===== src/rtl/magic_pkg.sv =====
// Shared types and defaults for the MAGIC NOR evaluator.
//   op_e    : micro-op encoding (INIT / NOR / READ / END)
//   ins_t   : instruction word layout {op, dst, a, b, c} at default sizes
//   state_e : sequencer states
package magic_pkg;

    localparam int unsigned CELLS_DEF = 32;
    localparam int unsigned IN_W_DEF  = 8;
    localparam int unsigned AW_DEF    = $clog2(CELLS_DEF);

    typedef enum logic [1:0] {
        OP_INIT = 2'b00,
        OP_NOR  = 2'b01,
        OP_READ = 2'b10,
        OP_END  = 2'b11
    } op_e;

    typedef struct packed {
        op_e               op;
        logic [AW_DEF-1:0] dst;
        logic [AW_DEF-1:0] a;
        logic [AW_DEF-1:0] b;
        logic [AW_DEF-1:0] c;
    } ins_t;

    typedef enum logic [1:0] {
        S_IDLE = 2'b00,
        S_RUN  = 2'b01,
        S_OUT  = 2'b10
    } state_e;

endpackage


===== src/rtl/magic_cell_array.sv =====
// MAGIC bit-cell array.
//   clk, rst         : clock, async active-high reset (all cells -> 1)
//   load_en/load_vec : bulk load; low IN_W cells take load_vec, the rest go to 1
//   set_en           : INIT, cells[wr_addr] = 1
//   nor_en           : NOR, cells[wr_addr] &= ~(ra|rb|rc)
//   wr_addr          : destination cell for set/nor
//   r*_addr/r*_data  : three asynchronous read ports; out-of-range reads give 1
module magic_cell_array #(
    parameter int unsigned CELLS = 32,
    parameter int unsigned IN_W  = 8,
    parameter int unsigned AW    = $clog2(CELLS)
) (
    input  logic            clk,
    input  logic            rst,
    input  logic            load_en,
    input  logic [IN_W-1:0] load_vec,
    input  logic            set_en,
    input  logic            nor_en,
    input  logic [AW-1:0]   wr_addr,
    input  logic [AW-1:0]   ra_addr,
    input  logic [AW-1:0]   rb_addr,
    input  logic [AW-1:0]   rc_addr,
    output logic            ra_data,
    output logic            rb_data,
    output logic            rc_data
);

    localparam int unsigned NEXT = 1 << AW;

    logic [CELLS-1:0] cells_q;
    logic [NEXT-1:0]  cells_ext;
    logic             nor_src;

    // Pad the address space with constant ones so unmapped addresses read as 1.
    generate
        if (NEXT > CELLS) begin : g_pad
            assign cells_ext = {{(NEXT - CELLS){1'b1}}, cells_q};
        end else begin : g_nopad
            assign cells_ext = cells_q;
        end
    endgenerate

    assign ra_data = cells_ext[ra_addr];
    assign rb_data = cells_ext[rb_addr];
    assign rc_data = cells_ext[rc_addr];
    assign nor_src = ra_data | rb_data | rc_data;

    // A NOR can only pull a cell 1->0; sources are sampled before the write,
    // so dst aliasing a source sees the old value. Unmatched wr_addr is a no-op.
    always_ff @(posedge clk or posedge rst) begin
        if (rst) begin
            cells_q <= '1;
        end else if (load_en) begin
            cells_q <= {{(CELLS - IN_W){1'b1}}, load_vec};
        end else begin
            for (int i = 0; i < CELLS; i++) begin
                if (wr_addr == AW'(i)) begin
                    if (set_en) begin
                        cells_q[i] <= 1'b1;
                    end else if (nor_en) begin
                        cells_q[i] <= cells_q[i] & ~nor_src;
                    end
                end
            end
        end
    end

endmodule


===== src/rtl/magic_nor_exec.sv =====
// Sequential MAGIC NOR evaluator: loads an input vector, then executes one
// INIT/NOR/READ/END micro-op per cycle on a bit-cell array.
//   clk, rst            : clock, async active-high reset
//   in_valid/in_ready   : input vector handshake (accepted in IDLE)
//   in_vec              : input vector, bit i -> cell i
//   ins_valid/ins_ready : instruction handshake (accepted in RUN)
//   ins                 : {op[1:0], dst, a, b, c}
//   out_valid/out_ready : result handshake for READ
//   out_bit             : cell value captured by READ
//   err                 : sticky, set by INIT/NOR targeting an input cell
//   nor_cnt             : NORs executed since last vector load, saturating
module magic_nor_exec
    import magic_pkg::*;
#(
    parameter int unsigned CELLS = CELLS_DEF,
    parameter int unsigned IN_W  = IN_W_DEF,
    parameter int unsigned AW    = $clog2(CELLS)
) (
    input  logic              clk,
    input  logic              rst,
    input  logic              in_valid,
    output logic              in_ready,
    input  logic [IN_W-1:0]   in_vec,
    input  logic              ins_valid,
    output logic              ins_ready,
    input  logic [2+4*AW-1:0] ins,
    output logic              out_valid,
    input  logic              out_ready,
    output logic              out_bit,
    output logic              err,
    output logic [15:0]       nor_cnt
);

    localparam int unsigned IW = 2 + 4 * AW;

    state_e        state_q, state_d;
    op_e           op;
    logic [AW-1:0] dst, src_a, src_b, src_c;
    logic          in_fire, ins_fire, out_fire;
    logic          dst_prot, wr_ok, set_en, nor_en;
    logic          ra_data, rb_data, rc_data;
    logic          out_valid_q, out_bit_q, err_q;
    logic [15:0]   nor_cnt_q;

    assign op    = op_e'(ins[IW-1 -: 2]);
    assign dst   = ins[4*AW-1 -: AW];
    assign src_a = ins[3*AW-1 -: AW];
    assign src_b = ins[2*AW-1 -: AW];
    assign src_c = ins[AW-1:0];

    assign in_ready  = (state_q == S_IDLE);
    assign ins_ready = (state_q == S_RUN);
    assign in_fire   = in_valid & in_ready;
    assign ins_fire  = ins_valid & ins_ready;
    assign out_fire  = out_valid_q & out_ready;

    // Input cells are read-only once loaded.
    assign dst_prot = (32'(dst) < IN_W);
    assign wr_ok    = ins_fire & ~dst_prot;
    assign set_en   = wr_ok & (op == OP_INIT);
    assign nor_en   = wr_ok & (op == OP_NOR);

    magic_cell_array #(
        .CELLS (CELLS),
        .IN_W  (IN_W),
        .AW    (AW)
    ) u_cells (
        .clk      (clk),
        .rst      (rst),
        .load_en  (in_fire),
        .load_vec (in_vec),
        .set_en   (set_en),
        .nor_en   (nor_en),
        .wr_addr  (dst),
        .ra_addr  (src_a),
        .rb_addr  (src_b),
        .rc_addr  (src_c),
        .ra_data  (ra_data),
        .rb_data  (rb_data),
        .rc_data  (rc_data)
    );

    always_comb begin
        state_d = state_q;
        unique case (state_q)
            S_IDLE: if (in_fire) state_d = S_RUN;
            S_RUN: begin
                if (ins_fire) begin
                    unique case (op)
                        OP_READ: state_d = S_OUT;
                        OP_END:  state_d = S_IDLE;
                        default: state_d = S_RUN;
                    endcase
                end
            end
            S_OUT:   if (out_fire) state_d = S_RUN;
            default: state_d = S_IDLE;
        endcase
    end

    always_ff @(posedge clk or posedge rst) begin
        if (rst) begin
            state_q     <= S_IDLE;
            out_valid_q <= 1'b0;
            out_bit_q   <= 1'b0;
            err_q       <= 1'b0;
            nor_cnt_q   <= '0;
        end else begin
            state_q <= state_d;

            if (ins_fire && op == OP_READ) begin
                out_valid_q <= 1'b1;
                out_bit_q   <= ra_data;
            end else if (out_fire) begin
                out_valid_q <= 1'b0;
            end

            if (ins_fire && dst_prot && (op == OP_INIT || op == OP_NOR)) begin
                err_q <= 1'b1;
            end

            if (in_fire) begin
                nor_cnt_q <= '0;
            end else if (nor_en && nor_cnt_q != 16'hFFFF) begin
                nor_cnt_q <= nor_cnt_q + 16'd1;
            end
        end
    end

    assign out_valid = out_valid_q;
    assign out_bit   = out_bit_q;
    assign err       = err_q;
    assign nor_cnt   = nor_cnt_q;

endmodule


===== config.mk =====
export PLATFORM = sky130hd
export DESIGN_NAME = magic_nor_exec
export DESIGN_NICKNAME = d
export VERILOG_FILES = /design/src/rtl/magic_pkg.sv /design/src/rtl/magic_cell_array.sv /design/src/rtl/magic_nor_exec.sv
export SDC_FILE = /design/constraint.sdc
export NUM_CORES = 1
export LEC_CHECK = 0
export BUFFER_PORTS_ARGS = -buffer_cell sky130_fd_sc_hd__buf_4
export CORE_ASPECT_RATIO = 0.5
export CORE_MARGIN = 2
export CORE_UTILIZATION = 45
export DETAILED_ROUTE_END_ITERATION = 10
export PLACE_DENSITY = 0.68
export SLEW_MARGIN = 10
export SYNTH_ARGS = -nofsm -noshare
export SYNTH_HDL_FRONTEND = slang
export SYNTH_SLANG_ARGS = --single-unit

===== constraint.sdc =====
create_clock -name clk -period 2 [get_ports clk]
set_input_delay 0.3 -clock clk [delete_from_list [all_inputs] [get_ports clk]]
set_output_delay 0.3 -clock clk [all_outputs]
set_load 0.02 [all_outputs]

# Yosys cells after proc, flatten, opt, wreduce, memory -nomap -nowiden
# Cells that the tools add are included.
[totals] out_inout_bits=21 register_bits=53 in_bits=35
[op_classes] n_lt_le_gt_ge=4 mux=112 eq_ne=40 n_bitwise=42 add_sub_neg=1 reduce_logical=76
[op_table] cell="$mux 1" n=101
[op_table] cell="$eq 5x5->1 const B" n=16
[op_table] cell="$reduce_bool 2->1" n=34
[op_table] cell="$reduce_and 2->1" n=32
[op_table] cell="$eq 5x4->1 const B" n=8
[op_table] cell="$and 1x1->1" n=38
[op_table] cell="$mux 16" n=2
[op_table] cell="$mux 32" n=1
[op_table] cell="$eq 5x3->1 const B" n=4
[op_table] cell="$lt 5x6->1 const B" n=3
[op_table] cell="$add 16x1->16 const B" n=1
[op_table] cell="$ne 16x16->1 const B" n=1
[op_table] cell="$bmux 1 s5" n=3
[op_table] cell="$eq 5x2->1 const B" n=2
[op_table] cell="$eq 2x2->1 const B" n=3
[op_table] cell="$mux 2" n=3
[op_table] cell="$pmux 2 s3" n=1
[op_table] cell="$eq 5x1->1 const B" n=1
[op_table] cell="$logic_not 5->1" n=1
[op_table] cell="$lt 5x4->1 const B" n=1
[op_table] cell="$eq 2x1->1 const B" n=2
[op_table] cell="$logic_and 1x1->1" n=4
[op_table] cell="$logic_not 2->1" n=2
[op_table] cell="$ne 2x1->1 const B" n=2
[op_table] cell="other kinds (7)" n=9

# Logic depth before layout (Yosys ltp)
# Gate-level depths: netlist of the first run.
[depth] ltp_word=10 depth_mapped=9 ltp_nobuf=7

# Modules after synthesis
# Synthesis of the first run repeated with hierarchy kept, for this count alone.
[unflattened] cells_unflattened=409 area_unflattened_um2=3872.5
[modules_own_cells] module="magic_cell_array" area_per_inst_um2=2641.3 seq_area_each_um2=840.8 instances=1 cells_per_inst=288
[modules_own_cells] module="magic_nor_exec" area_per_inst_um2=1231.2 seq_area_each_um2=525.5 instances=1 cells_per_inst=121

# Worst setup path after synthesis of the first run
# OpenSTA, ideal clock, no wires.
[synth_timing] path_kind="register to register" start="register state_q[1]" end="register nor_cnt_q[15], in the netlist nor_cnt[15]" stages_incl_launch_ff=7 synth_period_minus_slack_ns=1.953 required_ns=1.922 slack_ns=0.047 arrival_ns=1.874 setup_time_ns=0.078 path_cell_list="dfrtp_1 -> nand4bb_2 -> nor4b_4 -> a21boi_4 -> nand2_2 -> or3_1 -> a21oi_1"
[synth_between] elab_chain_cells=6 elab_cells_between_ends=9
[synth_rtl] element="from (decl)" line_no="magic_nor_exec.sv:36" source="state_e state_q, state_d;"
[synth_rtl] element="from (signal assigned)" line_no="magic_nor_exec.sv:109" source="state_q <= state_d;"
[synth_rtl] element="$eq 2x1->1" line_no="magic_nor_exec.sv:52" source="assign ins_ready = (state_q == S_RUN);"
[synth_rtl] element="$and 1x1->1" line_no="magic_nor_exec.sv:54" source="assign ins_fire = ins_valid & ins_ready;"
[synth_rtl] element="$and 1x1->1" line_no="magic_nor_exec.sv:59" source="assign wr_ok = ins_fire & ~dst_prot;"
[synth_rtl] element="$and 1x1->1" line_no="magic_nor_exec.sv:61" source="assign nor_en = wr_ok & (op == OP_NOR);"
[synth_rtl] element="$logic_and 1x1->1" line_no="magic_nor_exec.sv:124" source="end else if (nor_en && nor_cnt_q != 16'hFFFF) begin"
[synth_rtl] element="$reduce_bool 2->1 (no line)"
[synth_rtl] element="to (signal assigned)" line_no="magic_nor_exec.sv:125" source="nor_cnt_q <= nor_cnt_q + 16'd1;"
[synth_rtl] element="to (decl)" line_no="magic_nor_exec.sv:43" source="logic [15:0] nor_cnt_q;"
# Several ways; a longest one is shown, not always the timed one.
# A chain may end at the register's enable or synchronous reset.

# Final worst setup path of the first run
[layout_timing] start="register u_cells.cells_q[29], in the netlist u_cells.cells_ext[29]" end="register u_cells.cells_q[25], in the netlist u_cells.cells_ext[25]"
[layout_between] elab_chain_cells=10 elab_cells_between_ends=14
[layout_rtl] element="from (decl)" line_no="magic_cell_array.sv:30" source="logic [CELLS-1:0] cells_q;"
[layout_rtl] element="from (signal assigned)" line_no="magic_cell_array.sv:54" source="cells_q <= {{(CELLS - IN_W){1'b1}}, load_vec};"
[layout_rtl] element="from (signal, indexed assignment)" line_no="magic_cell_array.sv:61" source="cells_q[i] <= cells_q[i] & ~nor_src;"
[layout_rtl] element="$bmux 1 s5, on equally long branches" line_no="magic_cell_array.sv:43, magic_cell_array.sv:44"
[layout_rtl] element="$mux 1, on equally long branches" line_no="magic_cell_array.sv:43, magic_cell_array.sv:44"
[layout_rtl] element="$or 1x1->1" line_no="magic_cell_array.sv:46" source="assign nor_src = ra_data | rb_data | rc_data;"
[layout_rtl] element="$or 1x1->1 (*)" line_no="magic_cell_array.sv:46"
[layout_rtl] element="$not 1->1 (*)" line_no="magic_cell_array.sv:61"
[layout_rtl] element="$and 1x1->1 (*)" line_no="magic_cell_array.sv:61"
[layout_rtl] element="$mux 1 (*)" line_no="magic_cell_array.sv:60" source="end else if (nor_en) begin"
[layout_rtl] element="$mux 1 (*)" line_no="magic_cell_array.sv:58" source="if (set_en) begin"
[layout_rtl] element="$mux 1 (*)" line_no="magic_cell_array.sv:57" source="if (wr_addr == AW'(i)) begin"
[layout_rtl] element="$mux 32 (*)" line_no="magic_cell_array.sv:53" source="end else if (load_en) begin"
# Every way passes the cells marked *; elsewhere a longest branch is shown, timed or not. The select of a mux whose other input is x is not followed.

==> run metrics, run 1 <==
# nets final=564; IO Pins=56; reg2reg path depth=8; final setup fails=2; ranking of synthesized cells by area=dfstp_2 22%, dfrtp_1 14%, mux2i_1 8.7%, a21o_1 4.9%, nand2_1 4.1%; met3 WL post-DR=963 um; filler cell count=697; clk buf depth=2; maxcap violations=0; Yosys top cell area share=22.0%; full die area=0.00927 mm2; Starting Density=47.0%; cell taking the most area after synthesis=dfstp_2; ratio of cells with drive above 1 in the final layout=37.8%; Final Skew=0.00849 ns; max incr delay on CP=0.46 ns; post-cts hold buffer count=0; leakage=0.00238 uW; startpoint types=flop; VDD IR max=0.559 mV; Final period util=100%; H-tree Lvls=2; Slew @ Worst Pin=0.362 ns; multi-input logic area=0.00258 mm2; number of synthesized flops with an enable pin=0; Synth Net Count=476; per-cell routed wire length=18.3 um; Synth Area in Adders=0.328%; Top FF cell, synth=dfstp_2; Achievable Freq=498 MHz; metal2 WL=5220 um; P_sw=2070 uW; Crit. End Element=flop; Die W=134 um; CTS tree=yes; clock root cell=clkbuf_16; Vias=3827; Clk Latency, worst-skew pair=0.30 ns; Pwr Density=1010 mW/mm2; Avg Inst Size Synth=8.67 um2; CP required=2.23 ns; drc violations=0; Yosys reg bits=53; Post-Synth Simple-Gate Area=21.7%; area grow syn2layout=35.5%; post-synthesis compound-gate area fraction=23.5%; highest routed metal layer=met5; diodes inserted=0; TritonCTS buffer count=5; Crit Reg-Reg Endpoint=u_cells.cells_ext[25]; core footprint=0.00812 mm2; largest family of logic cells by synthesized area=compound AO/OA/AOI/OAI gates; xor-xnor portion of the synthesized cell area=2.30%; ys async rst share=100%; Slowest cell on crit path=mux4_2; total gr overflow=0; TritonRoute pass-1 iters=8; Setup WS pre-CTS=-0.152 ns; first-pass GRT wire length=17800 um; failing checks=negative setup slack; Cell Rows=23; post-synthesis mux area share=12.9%; crit path kind=reg -> reg; crit-path cells=mux4_2 -> o22ai_1 -> nor4b_2 -> nor3_2 -> nand3_2 -> buf_6 -> clkbuf_16 -> o21ai_4; cell area after synthesis=0.00381 mm2; Sequential Area=0.00137 mm2; outcome=finished with violations; number of global-route vias before repair=3535; Reg2Reg Setup Slack=-0.007 ns; TNS Setup=-0.00727 ns; Antenna Nets Post-Route=0; gr usage total=23.9%; final worst setup slack=-0.00686 ns; Synth cell types=49; final hold viol count=0; initial antenna violation count=1; Clock power frac=17.1%; WL met1=5280 um; combinational share of power=47.2%; synth warn=0; synthesized instance count=440; GPL Wtd Cong=0.905; most frequent cells in the layout=95 x buf_4, 42 x nand2_1, 37 x nor2_1; clk sink count=53; Routed WL=11700 um; final design utilization=63.7%; Worst-path clk slew=0.08 ns; Seq/Total Area, Yosys=35.8%; internal power=3130 uW; RSZ-0062 raised after global routing=yes; critical path arrival=2.24 ns; IO buf count=55; initial DRC count=276; drt via density=5.97; min-delay worst type=in -> async; part of the power in registers=35.8%; DP HPWL=7990 um; largest net degree at the start of global routing=54; Sw Share=39.8%; reg2reg start=u_cells.cells_ext[29]; Slew Limit Fails=0; Die Ht=69.1 um; most common cell after layout, fill and taps aside=buf_4; slew margin rel.=75.2%; Final min period=2.01 ns; CP Max Fanout=6
stage by stage:
stage / hold slack [ns] / power (uW) / area [um2] / cells
finish: 0.0456 / 5200 / 5170 / 641
floorplan: 0.383 / 3000 / 3810 / 440
global placement: 0.377 / 3790 / 4680 / 628
detailed placement: 0.377 / 3830 / 4680 / 628
CTS: 0.0509 / 4740 / 4830 / 636
global route: 0.0615 / 5500 / 5170 / 641
Yosys cell counts, types with 5 or more instances:
master,count
a2111oi_0,5
a21o_1,25
a21oi_1,31
a22oi_1,6
and3_1,6
buf_2,6
clkbuf_1,15
dfrtp_1,21
dfstp_2,32
mux2i_1,33
mux4_2,5
nand2_1,42
nand2b_1,9
nand3_1,30
nor2_1,37
nor2b_1,8
o21ai_0,29
o21ai_1,25
o31ai_1,6
xor2_1,7
final cells by class:
type | instances | area share, %
timing repair buffer | 106 | 17.8
inverter | 4 | 0.290
sequential | 53 | 26.4
clock inverter | 2 | 0.315
tap | 112 | 2.71
multi-input combinational | 358 | 49.9
clock buffer | 6 | 2.49
worst max-delay path, delay by kind of cell (launching register included):
| kind | cells | cell delay, ns |
|---|---|---|
| and+or+nand+nor | 3 | 0.39 |
| muxes | 1 | 0.46 |
| buffers and inverters | 2 | 0.34 |
| AOI/OAI and AO/OA | 2 | 0.36 |
| DFF | 1 | 0.39 |
worst max-delay path by stage:
stage | from | end | cells past startpoint
3_5_place_dp | ins[7] | u_cells.cells_ext[12] | 8
5_1_grt | u_cells.cells_ext[1] | u_cells.cells_ext[25] | 8
2_1_floorplan | state_q[1] | nor_cnt[15] | 6
4_1_cts | u_cells.cells_ext[17] | u_cells.cells_ext[12] | 8
3_3_place_gp | ins[11] | u_cells.cells_ext[17] | 8
6_report | u_cells.cells_ext[29] | u_cells.cells_ext[25] | 8
timing repair:
action | in CTS | in global routing
setup endpoints to repair | 3 | 26
buffers inserted | 0 | 2
cloned | 0 | 3
resized for setup | 2 | 53
pin swaps | 2 | 20
power groups by stage:
stage                     Clock, uW  Combinational (uW)  Sequential (uW)
final                           889                2450             1860
after global routing            960                2660             1890
after CTS                       908                1990             1840
after detailed placement          0                1980             1850
after global placement            0                1950             1850
after floorplan                   0                1240             1760
flip-flops by register name, summed over array words and instances (netlist names):
name               cells
err                    1
state_q                2
out_valid              1
nor_cnt               16
u_cells.cells_ext     32
out_bit                1
routing by layer:
layer	vias up	track usage, %
met3	25	5.52
met4	2	6.08
li1	1786	-
met1	1845	35.4
met2	169	35.3
met5	-	0
kinds of logic (layout without fill, tap and decap cells):
family          Yosys count  count (layout)
xor+xnor                 10              10
simple gates            161             161
buf+inv                  29             118
flops                    53              53
compound gates          144             144
fa+ha+maj                 1               1
mux                      42              42
(Power assumes the default switching activity.)
==> run 2: changes to the inputs <==
ABC_AREA = 1   (was unset)
PLACE_DENSITY = 0.67   (was 0.68)
==> run metrics, run 2 <==
outcome=finished clean (was finished with violations); reg2reg path depth=9 (was 8); Die W=138 um (was 134 um); Top FF cell, synth=dfstp_2 (unchanged); Routed WL=11100 um (was 11700 um); # nets final=724 (was 564); Cell Rows=24 (was 23); max FFs per register=32 (unchanged); most common cell in the netlist=nand2_1 (unchanged); number of global-route vias before repair=3701 (was 3535); final worst setup slack=0.200 ns (was -0.00686 ns); Final min period=1.80 ns (was 2.01 ns); Starting Density=46.5% (was 47.0%); top post-synthesis cells by count=284 x nand2_1, 87 x nand3_1, 60 x inv_1 (was 42 x nand2_1, 37 x nor2_1, 33 x mux2i_1); Die Ht=71.1 um (was 69.1 um); cell mode on critical path=nand3_1; Synth Net Count=679 (was 476); RSZ-0062 raised after global routing=no (was yes); Setup crit end=nor_cnt[5] (was u_cells.cells_ext[25]); cell taking the most area after synthesis=nand2_1 (was dfstp_2); Synth cell types=37 (was 49); final instance area=0.00465 mm2 (was 0.00517 mm2); first-pass GRT wire length=18400 um (was 17800 um); leakage=0.00231 uW (was 0.00238 uW); drt via density=5.20 (was 5.97); post-synthesis compound-gate area fraction=8.13% (was 23.5%); xor-xnor portion of the synthesized cell area=1.08% (was 2.30%); Vias=4185 (was 3827); Seq/Total Area, Yosys=33.8% (was 35.8%); crit path kind=reg -> reg (unchanged); total gr overflow=0 (unchanged); cell area after synthesis=0.00405 mm2 (was 0.00381 mm2); Crit path depth=9 (was 8); critical path arrival=1.99 ns (was 2.24 ns); Critical Path Source=nor_cnt[0] (was u_cells.cells_ext[29]); H-tree Lvls=2 (unchanged); post_cts resized=0 (was 2); initial DRC count=230 (was 276); most frequent cells in the layout=284 x nand2_1, 87 x nand3_1, 61 x buf_4 (was 95 x buf_4, 42 x nand2_1, 37 x nor2_1); post-synthesis mux area share=0% (was 12.9%); TritonCTS buffer count=5 (unchanged); ys async rst share=100% (unchanged); ratio of cells with drive above 1 in the final layout=17.2% (was 37.8%); number of synthesized flops with an enable pin=0 (unchanged); final total power=4940 uW (was 5200 uW); Avg Inst Size Synth=6.29 um2 (was 8.67 um2); reg2reg start=nor_cnt[0] (was u_cells.cells_ext[29]); synthesized instance count=643 (was 440); largest family of logic cells by synthesized area=simple AND/OR/NAND/NOR gates (was compound AO/OA/AOI/OAI gates); Placement Cell Area=0.00451 mm2 (was 0.00468 mm2); post-cts hold buffer count=0 (unchanged); full die area=0.00981 mm2 (was 0.00927 mm2); Slowest cell on crit path=dfrtp_1 (was mux4_2); CP Buf/Inv Count=1 (was 2); CTS tree=yes (unchanged); VDD IR max=0.527 mV (was 0.559 mV); Post-Synth Simple-Gate Area=46.4% (was 21.7%); IO Pins=56 (unchanged); Setup WS pre-CTS=0.154 ns (was -0.152 ns); Yosys top cell area share=26.3% (was 22.0%); drc violations=0 (unchanged); Slew @ Worst Pin=0.544 ns (was 0.362 ns); ranking of synthesized cells by area=nand2_1 26%, dfstp_2 21%, dfrtp_1 13%, nand3_1 11%, inv_1 5.6% (was dfstp_2 22%, dfrtp_1 14%, mux2i_1 8.7%, a21o_1 4.9%, nand2_1 4.1%); Crit Reg-Reg Endpoint=nor_cnt[5] (was u_cells.cells_ext[25]); final hold viol count=0 (unchanged); Antenna Nets Post-Route=0 (unchanged); max incr delay on CP=0.44 ns (was 0.46 ns); Clk Latency, worst-skew pair=0.30 ns (about the same); startpoint types=flop (unchanged); area grow syn2layout=14.8% (was 35.5%); Worst-path clk slew=0.07 ns (was 0.08 ns); clk buf depth=2 (unchanged); Synth Area in Adders=0.309% (was 0.328%); slew margin rel.=63.7% (was 75.2%); placed cells=798 (was 628); largest net degree at the start of global routing=31 (was 54); most common cell after layout, fill and taps aside=nand2_1 (was buf_4); TNS Setup=0 ns (was -0.00727 ns); Achievable Freq=555 MHz (was 498 MHz); maxcap violations=0 (unchanged); Post-Layout Cell Count=805 (was 641); synth warn=0 (unchanged); min-delay worst type=in -> reg (was in -> async); final setup fails=0 (was 2); core footprint=0.00871 mm2 (was 0.00812 mm2); gr usage total=23.1% (was 23.9%); Yosys reg bits=53 (unchanged); Final Skew=0.0114 ns (was 0.00849 ns); Reg2Reg Setup Slack=0.20 ns (was -0.007 ns); initial antenna violation count=0 (was 1); number of setup buffers added after CTS=0 (unchanged); Final period util=90.0% (was 100%); DP HPWL=8180 um (was 7990 um); TritonRoute pass-1 iters=5 (was 8); Top delay family on crit path=simple AND/OR/NAND/NOR gates (was multiplexers); GPL Wtd Cong=0.949 (was 0.905); Pwr Density=1060 mW/mm2 (was 1010 mW/mm2); IO buf count=55 (unchanged); Slew Limit Fails=0 (unchanged); crit-path cells=ha_1 -> nand3_1 -> nor2_1 -> nand3_1 -> nand2_4 -> nand2_2 -> inv_1 -> nand2_1 -> o31ai_1 (was mux4_2 -> o22ai_1 -> nor4b_2 -> nor3_2 -> nand3_2 -> buf_6 -> clkbuf_16 -> o21ai_4); per-cell routed wire length=13.7 um (was 18.3 um); clock root cell=clkbuf_16 (unchanged); clk sink count=53 (unchanged); diodes inserted=0 (unchanged); Crit. End Element=flop (unchanged); CP required=2.19 ns (was 2.23 ns); CP Max Fanout=9 (was 6)
-- run 2: cell types whose count changed after synthesis, moves of 8 or more --
cell / change
nand3_1: +57
inv_1: +56
clkbuf_1: -8
a21o_1: -25
nand2_1: +242
a21oi_1: -23
mux2i_1: -33
nand2b_1: -9
o21ai_1: -23
nor2b_1: -8
-- run 2: metal layers --
layer | vias up | part of all wire [%] | global-route usage [%]
li1 | 2123 | - | -
met1 | 1906 | 49 | 34.6
met2 | 143 | 42 | 34.3
met3 | 13 | 7.3 | 5.08
met4 | 0 | 1.1 | 5.33
met5 | - | 0 | 0
-- run 2: logic make-up after synthesis --
| kind of cell | count (synthesis) |
|---|---|
| fa+ha+maj | 1 |
| xor+xnor | 5 |
| simple gates | 437 |
| flops | 53 |
| compound gates | 57 |
| buf+inv | 90 |
-- run 2: worst min-delay path by stage --
stage	start	end	slack, ns	cells past startpoint
CTS	in_vec[2]	u_cells.cells_ext[2]	0.19	3
global placement	u_cells.cells_ext[24]	u_cells.cells_ext[24]	0.48	2
detailed placement	err	err	0.48	1
global route	in_vec[2]	u_cells.cells_ext[2]	0.20	3
finish	in_vec[2]	u_cells.cells_ext[2]	0.20	3
floorplan	in_vec[0]	u_cells.cells_ext[0]	0.39	2
-- run 2: through the flow --
step                      utilization (%)  hold WS (ns)
after floorplan                         -         0.392
after global placement               51.8         0.481
after detailed placement             51.8         0.478
after CTS                            53.4         0.190
after global routing                 53.4         0.202
final                                53.4         0.197
-- run 2: worst reg2reg max path, cell delays in order (launching register included) --
cell and delay [ns]:
dfrtp_1 0.44, ha_1 0.20, nand3_1 0.11, nor2_1 0.20, nand3_1 0.15, nand2_4 0.17, nand2_2 0.10, inv_1 0.19
nand2_1 0.07, o31ai_1 0.07
-- run 2: cell type report --
cell class / count / area (um2)
Inverter: 66 / 258
Multi-Input combinational cell: 500 / 2260
Tap cell: 117 / 146
Timing Repair Buffer: 62 / 478
Clock inverter: 1 / 5.00
Sequential cell: 53 / 1370
Fill cell: 893 / 4060
Clock buffer: 6 / 129
-- run 2: report_power, final --
group          total, uW  switching [uW]  internal (uW)
Sequential          2220             541           1680
Clock                838             382            456
Combinational       1890            1180            704
Total               4940            2110           2840
==> run 3: changes to the inputs <==
SYNTH_HIERARCHICAL = 1   (was unset)
==> run metrics, run 3 <==
startpoint types=flop (unchanged); Synth Net Count=741 (was 679); gr usage total=24.6% (was 23.1%); final design utilization=54.0% (was 53.4%); max FFs per register=32 (unchanged); Pwr Density=954 mW/mm2 (was 1060 mW/mm2); H-tree Lvls=2 (unchanged); Vias=4710 (was 4185); final setup fails=0 (unchanged); Slew Limit Fails=0 (unchanged); met3 WL post-DR=1020 um (was 808 um); Antenna Nets Post-Route=0 (unchanged); IO buf count=55 (unchanged); per-cell routed wire length=13.9 um (was 13.7 um); Top delay family on crit path=simple AND/OR/NAND/NOR gates (unchanged); metal2 WL=5300 um (was 4670 um); Final period util=90.3% (was 90.0%); # nets final=793 (was 724); TritonRoute pass-1 iters=5 (unchanged); Die W=144 um (was 138 um); Starting Density=46.4% (was 46.5%); Final Skew=0.00542 ns (was 0.0114 ns); max incr delay on CP=0.42 ns (was 0.44 ns); critical path arrival=2.04 ns (was 1.99 ns); drc violations=0 (unchanged); Cell Rows=25 (was 24); crit path kind=reg -> reg (unchanged); Slowest cell on crit path=dfrtp_1 (unchanged); min-delay worst type=in -> async (was in -> reg); Avg Inst Size Synth=6.21 um2 (was 6.29 um2); clk sink count=53 (unchanged); Worst-path clk slew=0.07 ns (about the same); Final min period=1.81 ns (was 1.80 ns); CP Max Fanout=24 (was 9); synth warn=6 (was 0); leakage=0.00249 uW (was 0.00231 uW); CP Buf/Inv Count=3 (was 1); Die Ht=73.8 um (was 71.1 um); synthesized instance count=705 (was 643); largest net degree at the start of global routing=41 (was 31); maxcap violations=0 (unchanged); TritonCTS buffer count=5 (unchanged); most frequent cells in the layout=309 x nand2_1, 139 x nand3_1, 71 x buf_4 (was 284 x nand2_1, 87 x nand3_1, 61 x buf_4); Slew @ Worst Pin=0.662 ns (was 0.544 ns); initial DRC count=360 (was 230); Routed WL=12400 um (was 11100 um); total gr overflow=0 (unchanged); diodes inserted=0 (unchanged); final hold viol count=0 (unchanged); drt via density=5.27 (was 5.20); first-pass GRT wire length=20800 um (was 18400 um); GPL Wtd Cong=0.916 (was 0.949); cell area after synthesis=0.00438 mm2 (was 0.00405 mm2); area grow syn2layout=16.4% (was 14.8%); slew margin rel.=55.7% (was 63.7%); filler cell count=1003 (was 893); post-cts hold buffer count=0 (unchanged); cell mode on critical path=nand2_1 (was nand3_1); CP required=2.24 ns (was 2.19 ns); DP HPWL=8910 um (was 8180 um); clk buf depth=2 (unchanged); most common cell after layout, fill and taps aside=nand2_1 (unchanged); clock root cell=clkbuf_16 (unchanged); highest routed metal layer=met4 (unchanged); ratio of cells with drive above 1 in the final layout=21.5% (was 17.2%); RSZ-0062 raised after global routing=no (unchanged); Clk Latency, worst-skew pair=0.29 ns (was 0.30 ns); full die area=0.0106 mm2 (was 0.00981 mm2); Crit. End Element=flop (unchanged); core footprint=0.00945 mm2 (was 0.00871 mm2); IO Pins=56 (unchanged); number of global-route vias before repair=4102 (was 3701); VDD IR max=0.598 mV (was 0.527 mV); Achievable Freq=554 MHz (was 555 MHz); TNS Setup=0 ns (unchanged); outcome=finished clean (unchanged); initial antenna violation count=0 (unchanged); crit-path cells=inv_1 -> nand2_2 -> nor2_4 -> nand2_1 -> nor3_2 -> nor2_4 -> inv_1 -> nor2_2 -> buf_12 -> a21oi_1 -> nand2_1 -> nand2_1 (was ha_1 -> nand3_1 -> nor2_1 -> nand3_1 -> nand2_4 -> nand2_2 -> inv_1 -> nand2_1 -> o31ai_1); Reg2Reg Setup Slack=0.19 ns (was 0.20 ns); CTS tree=yes (unchanged); WL met1=5930 um (was 5460 um)
run 3: final timing paths:
| kind | from | end | depth (start not counted) |
|---|---|---|---|
| max | state_q[1] | u_cells/cells_ext[14] | 12 |
| min | rst | nor_cnt[11] | 3 |
| max reg2reg | state_q[1] | u_cells/cells_ext[14] | 12 |
| min reg2reg | err | err | 1 |
| max in group asynchronous | rst | u_cells/cells_ext[24] | 3 |
| min in group clk | ins_valid | state_q[0] | 2 |
run 3: power by group:
group,switching (uW),internal [uW]
Clock,403,587
Sequential,445,1580
Combinational,1140,712
Total,1980,2880
run 3: through the flow:
stage	cells	area (um2)	setup slack (ns)	hold WS (ns)	total power [uW]
after global routing	893	5100	0.0256	0.0823	5220
final	893	5100	0.194	0.0473	4860
after global placement	885	4930	0.165	0.371	3830
after CTS	893	5090	0.106	0.0510	4870
after detailed placement	885	4930	0.110	0.371	3870
after floorplan	705	4400	0.0210	0.277	3190
run 3: per-layer routing:
layer / GRT usage [%] / vias up
met5: 0 / -
met4: 5.99 / 0
met3: 4.17 / 12
met2: 37.8 / 181
met1: 36.1 / 2147
li1: - / 2370
run 3: what timing repair did:
| item | 4_1_cts | 5_1_grt |
|---|---|---|
| endpoints found under the setup margin | 0 | 17 |
| resized for setup | 0 | 1 |
| setup buffers | 0 | 0 |
run 3: area by class of cell:
type	count	area, um2	share of cell area, %
clock buffers	5	125	2.45
flip-flops and latches	53	1370	26.8
multi-input cells	580	2650	51.9
clock inverters	3	41.3	0.810
well taps	135	169	3.31
repair buffers	73	573	11.2
inverters	44	175	3.44
run 3: worst reg2reg max path, stage by stage, from the launching register on:
cell     delay [ns]
dfrtp_1        0.42
inv_1          0.11
nand2_2        0.08
nor2_4         0.08
nand2_1        0.11
nor3_2         0.19
nor2_4         0.06
inv_1          0.08
nor2_2         0.06
buf_12         0.16
a21oi_1        0.23
nand2_1        0.11
nand2_1        0.08
